[config.mk]
export PLATFORM = sky130hd
export DESIGN_NAME = uart_rx
export DESIGN_NICKNAME = d
export VERILOG_FILES = /design/src/rtl/uart_pkg.sv /design/src/rtl/uart_rx_sync.sv /design/src/rtl/uart_rx.sv
export SDC_FILE = /design/constraint.sdc
export NUM_CORES = 1
export LEC_CHECK = 0
export BUFFER_PORTS_ARGS = -buffer_cell sky130_fd_sc_hd__buf_2
export CAP_MARGIN = 10
export CORE_MARGIN = 3
export CORE_UTILIZATION = 45
export CTS_CLUSTER_DIAMETER = 200
export CTS_CLUSTER_SIZE = 40
export DETAILED_ROUTE_END_ITERATION = 8
export GPL_ROUTABILITY_DRIVEN = 1
export PLACE_DENSITY_LB_ADDON = 0.08
export RECOVER_POWER = 100
export SKIP_LAST_GASP = 1
export SLEW_MARGIN = 30
export SYNTH_ARGS = -nofsm -noshare
export SYNTH_HDL_FRONTEND = slang
export SYNTH_SLANG_ARGS = --single-unit
[constraint.sdc]
create_clock -name CLK_I -period 2.55 [get_ports CLK_I]
set_input_delay 0.6375 -clock CLK_I [delete_from_list [all_inputs] [get_ports CLK_I]]
set_output_delay 0.6375 -clock CLK_I [all_outputs]
set_load 0.05 [all_outputs]
[src/rtl/uart_pkg.sv]
// Shared UART definitions: divisor calculation, parity mode names and RX state encoding.
package uart_pkg;

   localparam string PAR_NONE = "NONE";
   localparam string PAR_ODD  = "ODD";
   localparam string PAR_EVEN = "EVEN";

   typedef enum logic [2:0] {
      IDLE,
      START,
      DATA,
      PARITY,
      STOP
   } rx_state_t;

   // Clocks per bit; shared with the transmitter so both ends agree exactly
   function automatic logic [15:0] baud_div(input int unsigned sys_clk_period,
                                            input int unsigned baud_rate);
      return 16'(32'd1_000_000_000 / sys_clk_period / baud_rate);
   endfunction

endpackage

[src/rtl/uart_rx_sync.sv]
// Brings the asynchronous serial line into the CLK_I domain and flags falling edges.
module uart_rx_sync (
   input  logic CLK_I,
   input  logic RST_I,
   input  logic UART_I,
   output logic rx_s,
   output logic fall_edge
);

   logic meta;
   logic rx_d;

   // Reset to the idle-high line level so reset itself never looks like a start bit
   always_ff @(posedge CLK_I) begin
      if (RST_I) begin
         meta <= 1'b1;
         rx_s <= 1'b1;
         rx_d <= 1'b1;
      end else begin
         meta <= UART_I;
         rx_s <= meta;
         rx_d <= rx_s;
      end
   end

   assign fall_edge = ~rx_s & rx_d;

endmodule

[src/rtl/uart_rx.sv]
// 8-bit UART receiver: start, 8 data LSB-first, optional parity, 1 stop; mid-bit sampling.
module uart_rx
   import uart_pkg::*;
#(
   parameter int unsigned SYS_CLK_PERIOD = 50,
   parameter int unsigned BAUD_RATE      = 115200,
   parameter string       PRIOTY         = "EVEN"
) (
   input  logic       CLK_I,
   input  logic       RST_I,
   input  logic       UART_I,
   output logic [7:0] PDATA_O,
   output logic       DONE_O,
   output logic       PARITY_ERR_O,
   output logic       FRAME_ERR_O,
   output logic       BUSY_O
);

   localparam logic [15:0] BAUD_DIV = baud_div(SYS_CLK_PERIOD, BAUD_RATE);
   localparam logic [15:0] BIT_LAST = BAUD_DIV - 16'd1;
   localparam logic [15:0] HALF_LAST = (BAUD_DIV >> 1) - 16'd1;
   localparam logic PAR_EN   = (PRIOTY != PAR_NONE);
   localparam logic ODD_MODE = (PRIOTY == PAR_ODD);

   logic rx_s;
   logic fall_edge;

   uart_rx_sync u_sync (
      .CLK_I    (CLK_I),
      .RST_I    (RST_I),
      .UART_I   (UART_I),
      .rx_s     (rx_s),
      .fall_edge(fall_edge)
   );

   rx_state_t   state, state_nxt;
   logic [15:0] cnt, cnt_nxt;
   logic [2:0]  bit_idx, bit_idx_nxt;
   logic [7:0]  shift, shift_nxt;
   logic        par_bit, par_bit_nxt;
   logic [7:0]  pdata_nxt;
   logic        done_nxt;
   logic        perr_nxt;
   logic        ferr_nxt;
   logic        busy_nxt;

   always_ff @(posedge CLK_I) begin
      if (RST_I) begin
         state        <= IDLE;
         cnt          <= '0;
         bit_idx      <= '0;
         shift        <= '0;
         par_bit      <= 1'b0;
         PDATA_O      <= '0;
         DONE_O       <= 1'b0;
         PARITY_ERR_O <= 1'b0;
         FRAME_ERR_O  <= 1'b0;
         BUSY_O       <= 1'b0;
      end else begin
         state        <= state_nxt;
         cnt          <= cnt_nxt;
         bit_idx      <= bit_idx_nxt;
         shift        <= shift_nxt;
         par_bit      <= par_bit_nxt;
         PDATA_O      <= pdata_nxt;
         DONE_O       <= done_nxt;
         PARITY_ERR_O <= perr_nxt;
         FRAME_ERR_O  <= ferr_nxt;
         BUSY_O       <= busy_nxt;
      end
   end

   // Counter restarts at every sample point so each bit is timed from the previous sample
   always_comb begin
      state_nxt   = state;
      cnt_nxt     = 16'(cnt + 16'd1);
      bit_idx_nxt = bit_idx;
      shift_nxt   = shift;
      par_bit_nxt = par_bit;
      pdata_nxt   = PDATA_O;
      done_nxt    = 1'b0;
      perr_nxt    = PARITY_ERR_O;
      ferr_nxt    = FRAME_ERR_O;

      case (state)
         IDLE: begin
            cnt_nxt = '0;
            if (fall_edge) begin
               state_nxt = START;
            end
         end
         START: begin
            if (cnt == HALF_LAST) begin
               cnt_nxt     = '0;
               bit_idx_nxt = '0;
               state_nxt   = rx_s ? IDLE : DATA;
            end
         end
         DATA: begin
            if (cnt == BIT_LAST) begin
               cnt_nxt     = '0;
               shift_nxt   = {rx_s, shift[7:1]};
               bit_idx_nxt = 3'(bit_idx + 3'd1);
               if (bit_idx == 3'd7) begin
                  state_nxt = PAR_EN ? PARITY : STOP;
               end
            end
         end
         PARITY: begin
            if (cnt == BIT_LAST) begin
               cnt_nxt     = '0;
               par_bit_nxt = rx_s;
               state_nxt   = STOP;
            end
         end
         STOP: begin
            // Finish at mid-stop so a shortened stop bit still leaves time for the next start
            if (cnt == BIT_LAST) begin
               cnt_nxt   = '0;
               done_nxt  = 1'b1;
               pdata_nxt = shift;
               ferr_nxt  = ~rx_s;
               perr_nxt  = PAR_EN & (par_bit ^ (^shift) ^ ODD_MODE);
               state_nxt = IDLE;
            end
         end
         default: begin
            state_nxt = IDLE;
            cnt_nxt   = '0;
         end
      endcase

      busy_nxt = (state_nxt != IDLE);
   end

endmodule

# ---- Word-level counts from Yosys, hierarchy flattened
# Cells that the tools add are included.
# W data, S select, Z words.
dict set report word_totals {
  register_bits 46
  in_bits 3
  output_inout_bits 12
  wordCells 53
}
dict set report op_classes {
  addsub 2
  eq_ne 9
  mux 15
  bitwise 4
  n_reduce_logical 10
}
# op count
set ops {}
lappend ops {{$mux W16} 2}
lappend ops {{$pmux W16 S2} 1}
lappend ops {{$mux W3} 8}
lappend ops {{$add A16 B1 Y16 const B} 1}
lappend ops {{$eq A16 B7 Y1 const B} 1}
lappend ops {{$eq A16 B8 Y1 const B} 1}
lappend ops {{$pmux W3 S5} 1}
lappend ops {{$reduce_xor A8 Y1} 1}
lappend ops {{$eq A3 B2 Y1 const B} 2}
lappend ops {{$eq A3 B3 Y1 const B} 2}
lappend ops {{$pmux W3 S2} 1}
lappend ops {{$reduce_and A2 Y1} 3}
lappend ops {{$ne A2 B2 Y1 const B} 2}
lappend ops {{$add A3 B1 Y3 const B} 1}
lappend ops {{$eq A3 B1 Y1 const B} 1}
lappend ops {{$logic_not A3 Y1} 1}
lappend ops {{$reduce_and A3 Y1} 1}
lappend ops {{$reduce_bool A3 Y1} 1}
lappend ops {{$reduce_or A3 Y1} 1}
lappend ops {{$mux W2} 1}
lappend ops {{$not A1 Y1} 2}
lappend ops {{$reduce_bool A2 Y1} 1}
lappend ops {{$reduce_or A2 Y1} 1}
lappend ops {{$and A1 B1 Y1} 1}
lappend ops {{2 further kinds} 2}

# ---- Logic depth before layout (Yosys ltp)
dict set report depth {
  word_depth 5
  depth_mapped 8
  ltp_nobuf 6
}

# ---- Cells and area by module
# Synthesis repeated with hierarchy kept, for this count alone.
dict set report unflattened {
  cells_unflattened 245
  hier_area_um2 2212.1
}
# mod instances cells_each area_per_inst_um2 seq_area_each_um2
set by_module_without_submodules {}
lappend by_module_without_submodules {uart_rx 1 238 2127.0 860.8}
lappend by_module_without_submodules {uart_rx_sync 1 7 85.1 60.1}

# ---- Least setup slack after synthesis
# Ideal clock, no wire load.
dict set report synth_timing {
  path_kind {register to register}
  from {register cnt[8]}
  to {register cnt[10]}
  setup_time_ns 0.130
  arrival_time_ns 1.978
  required_time_ns 2.420
  setup_slack_ns 0.442
  path_stages_with_launch 7
  n_path_buf 2
  period_less_slack_ns 2.108
  path_cell_list {dfxtp_1 -> or4_4 -> or4_1 -> buf_2 -> a22oi_4 -> buf_6 -> nor3_1}
}
dict set report synth_via {
  elab_chain_len 3
  word_cells_on_any_way 6
  cone_classes {add/sub (1); eq/ne (2); mux (3)}
}
# element line_no
set synth_lines {}
lappend synth_lines {{start: declaration} uart_rx.sv:37} ;# logic [15:0] cnt, cnt_nxt;
lappend synth_lines {{start signal: assignment} uart_rx.sv:61} ;# cnt <= cnt_nxt;
lappend synth_lines {{$add A16 B1 Y16, or another cell as far along} uart_rx.sv:76} ;# cnt_nxt = 16'(cnt + 16'd1);
lappend synth_lines {{$mux W16 (on tied branches)} n/a}
lappend synth_lines {{$pmux W16 S2 (*)} uart_rx.sv:85} ;# case (state)
# Every way passes the cells marked *; elsewhere a longest branch is shown, timed or not.
# A chain may end at the register's enable or synchronous reset.

# ---- Worst setup path in the final report
dict set report layout_timing {
  from {register cnt[13]}
  to {register shift[1]}
}
dict set report layout_via {
  elab_chain_len 2
}
# element line_no
set layout_lines {}
lappend layout_lines {{$eq A16 B8 Y1} uart_rx.sv:100} ;# if (cnt == BIT_LAST) begin
lappend layout_lines {{$reduce_and A2 Y1 (no line)} n/a}
lappend layout_lines {{end signal: assignment} uart_rx.sv:63} ;# shift <= shift_nxt;
lappend layout_lines {{end: declaration} uart_rx.sv:39} ;# logic [7:0] shift, shift_nxt;
# No other way between the ends.

==> results.toml <==
[cts]
postCtsSetupBuffers = 0
cts_root_buffer = "clkbuf_8"
clkLatencyLatePin_ns = 0.29
numCtsBuffers = 5
cts.clk_slew.worst_paths_ns = 0.08
hold_buffers = 0
cts_tree = "yes"
cts-htree-levels = 2
cts.sinks = 46
cts_resized = 0
cts.path.max_buffers = 2

[timing]
drv_slew = 0
holdWs_ns = 0.423
finalCritPeriodShare = 0.896
fin_ws_ns = 0.266
clock-skew-final_ns = 0.00241
max_freq_mhz = 438
relSlewSlack = 0.603
layout_min_cycle_time_ns = 2.28
tns_ns = 0
setup_viol = 0
hold_violations = 0
rsz0062_at_grt = "false"
worst_pin_slew_ns = 0.598

[finish]
stdcell_count = 312
fin_util = 0.528
sequential_cell_area_um2 = 921
diodes = 0
n_fill_cell = 439
multi_input_area_um2 = 1150
layout.nets = 267
area_delta_synth_final_pct = 9.00
drive_above_1_share = 0.0962

[setup_path]
end_kind = "flip-flop"
startpoint = "cnt[13]$_SDFF_PP0_"
crit_path_start_kind = "flip-flop"
cp-endpoint = "shift[1]$_SDFFE_PP0P_"
rr_worst_depth = 5
arrival_ns = 2.46
r2r_setup_slack_ns = 0.27
reg2reg_to = "shift[1]$_SDFFE_PP0P_"
timing.rr.start = "cnt[13]$_SDFF_PP0_"
crit_type = "flip-flop to flip-flop"
path_max_fanout = 18
cp.required_ns = 2.73

[flow_run]
drv_cap = 0

[route]
ant_nets = 0
drt_iter0_drc = 81
vias_per_cell = 5.80
vias = 1809
wl_per_cell_um = 14.3
routed_wl_um = 4470
post-route-drc-count = 0
dr.pass1.iters = 4

[global_routing]
grt-busiest-layer = "met2"
grt_overflow_total = 0
antenna_found_initial = 0
grt_use_met3 = 0.0435
grt_pass1_wl_um = 7650
grt_usage = 0.175
use_met2 = 0.258
grt_start_max_net_pins = 30
globalRouteMet1Util = 0.249
grt_pass1_vias = 1622

[power]
p_per_area_nw_per_um2 = 545
ir_drop_uv = 288
p_leak_nw = 0.760

[synth]
synth_nets = 259
synth-seq-cells = 46
syn_area_um2 = 2180
ys_warn_count = 0
synth_edf_count = 0
ys_async_sr_fraction = 0
synthCells = 251
yosys_most_used_dff = "dfxtp_1"
ys_types = 43
ys_seq_area_frac = 0.422
syn-mean-instance-area_um2 = 8.69

[floorplanning]
num_io_pins = 15
row_count = 24
die_area_um2 = 5720
initial_core_util = 0.484
die_w_um = 75.6
die-height_um = 75.6
design.core.area_um2 = 4500

[min_path]
hold_class = "flip-flop to flip-flop"
holdPathStages = 1

[place]
place_ws_ns = 0.245
dp_cells = 304
gp_congestion = 0.854
port_buffers = 14
dp_hpwl_um = 3000

[outcome]
outcome = "complete, no violations"
-- worst max-delay path: stages, from the launching register on --
cell and delay [ns]:
dfxtp_1 0.34, or4_1 0.57, or4_1 0.71, buf_4 0.27, o21ai_0 0.18, a21oi_1 0.09
-- synthesized netlist by cell type (2+ instances only) --
cell,n,area share
inv_1,5,0.0086
nand2b_1,3,0.0086
or4_1,5,0.017
ha_1,5,0.029
nor3_1,15,0.034
xnor3_1,2,0.021
buf_2,4,0.0092
xor2_1,9,0.036
xnor2_1,4,0.016
or2_2,3,0.0086
and3_1,2,0.0057
or3b_2,3,0.012
a31oi_1,3,0.0086
a21oi_1,22,0.050
clkbuf_1,15,0.026
nand4_1,5,0.014
or3_1,3,0.0086
o21ai_0,22,0.050
o31ai_1,3,0.010
and4_1,2,0.0080
nand3_1,28,0.064
nor2b_1,2,0.0057
nand2_1,11,0.019
nor2_1,3,0.0052
nor3b_1,3,0.010
nand4b_1,3,0.012
dfxtp_1,46,0.42
a211oi_1,4,0.014
nor4_1,2,0.0057
-- power breakdown --
| group | leakage (nW) | internal (mW) | switching [mW] |
|---|---|---|---|
| clock | 0.0514 | 0.292 | 0.245 |
| sequential | 0.371 | 0.721 | 0.00315 |
| combinational | 0.337 | 0.0113 | 0.0241 |
-- cells by family (layout without fill, tap and decap cells) --
logic type,after synthesis,after routing,synth area share
AND/OR/NAND/NOR,97,97,0.256
flip-flops,46,46,0.422
XOR/XNOR,15,15,0.0728
adder cells (fa/ha/maj),5,5,0.0287
buffers and inverters,26,35,0.0505
AO/OA/AOI/OAI,62,62,0.170
-- cell type report --
class | instances | area share
Clock buffer | 6 | 0.0305
Tap cell | 52 | 0.0274
Multi-Input combinational cell | 179 | 0.484
Sequential cell | 46 | 0.387
Timing Repair Buffer | 22 | 0.0473
Inverter | 5 | 0.00789
Clock inverter | 2 | 0.0158
-- layout by cell type, fill, tap and decap left out, types with 3 or more instances in the layout --
cell type / count
nor2_1: 3
o21ai_0: 22
nor3_1: 15
or3b_2: 3
or2_2: 3
nand2_1: 11
buf_4: 7
or3_1: 3
xnor2_1: 4
nand3_1: 28
nand4b_1: 3
a21oi_1: 22
dfxtp_1: 46
clkbuf_8: 5
xor2_1: 9
o31ai_1: 3
a31oi_1: 3
a211oi_1: 4
clkbuf_1: 13
or4_1: 5
inv_1: 5
nor3b_1: 3
nand4_1: 5
nand2b_1: 3
ha_1: 5
-- metal layers --
layer | vias up | wire length (µm)
li1 | 935 | -
met1 | 841 | 2250
met2 | 31 | 2010
met3 | 2 | 168
met4 | 0 | 32
met5 | - | 0
-- registers in the layout (all words and copies together) (netlist names) --
register,flops
cnt,16
PDATA_O,8
shift,8
bit_idx,3
state,3
BUSY_O,1
DONE_O,1
FRAME_ERR_O,1
PARITY_ERR_O,1
par_bit,1
u_sync.meta,1
u_sync.rx_d,1
u_sync.rx_s,1
-- through the flow --
step,power (mW),instance area (µm²)
finish,1.30,2380
global route,1.35,2380
CTS,1.32,2400
detailed placement,0.777,2290
global placement,0.777,2290
floorplan,0.767,2180
-- worst min path at each step --
stage,start,to,slack [ns]
after floorplan,u_sync.meta$_SDFF_PP1_,u_sync.rx_s$_SDFF_PP1_,0.39
after global placement,u_sync.meta$_SDFF_PP1_,u_sync.rx_s$_SDFF_PP1_,0.41
after detailed placement,u_sync.meta$_SDFF_PP1_,u_sync.rx_s$_SDFF_PP1_,0.41
after CTS,u_sync.meta$_SDFF_PP1_,u_sync.rx_s$_SDFF_PP1_,0.43
after global routing,u_sync.meta$_SDFF_PP1_,u_sync.rx_s$_SDFF_PP1_,0.45
final,u_sync.meta$_SDFF_PP1_,u_sync.rx_s$_SDFF_PP1_,0.42
(Power assumes the default switching activity.)
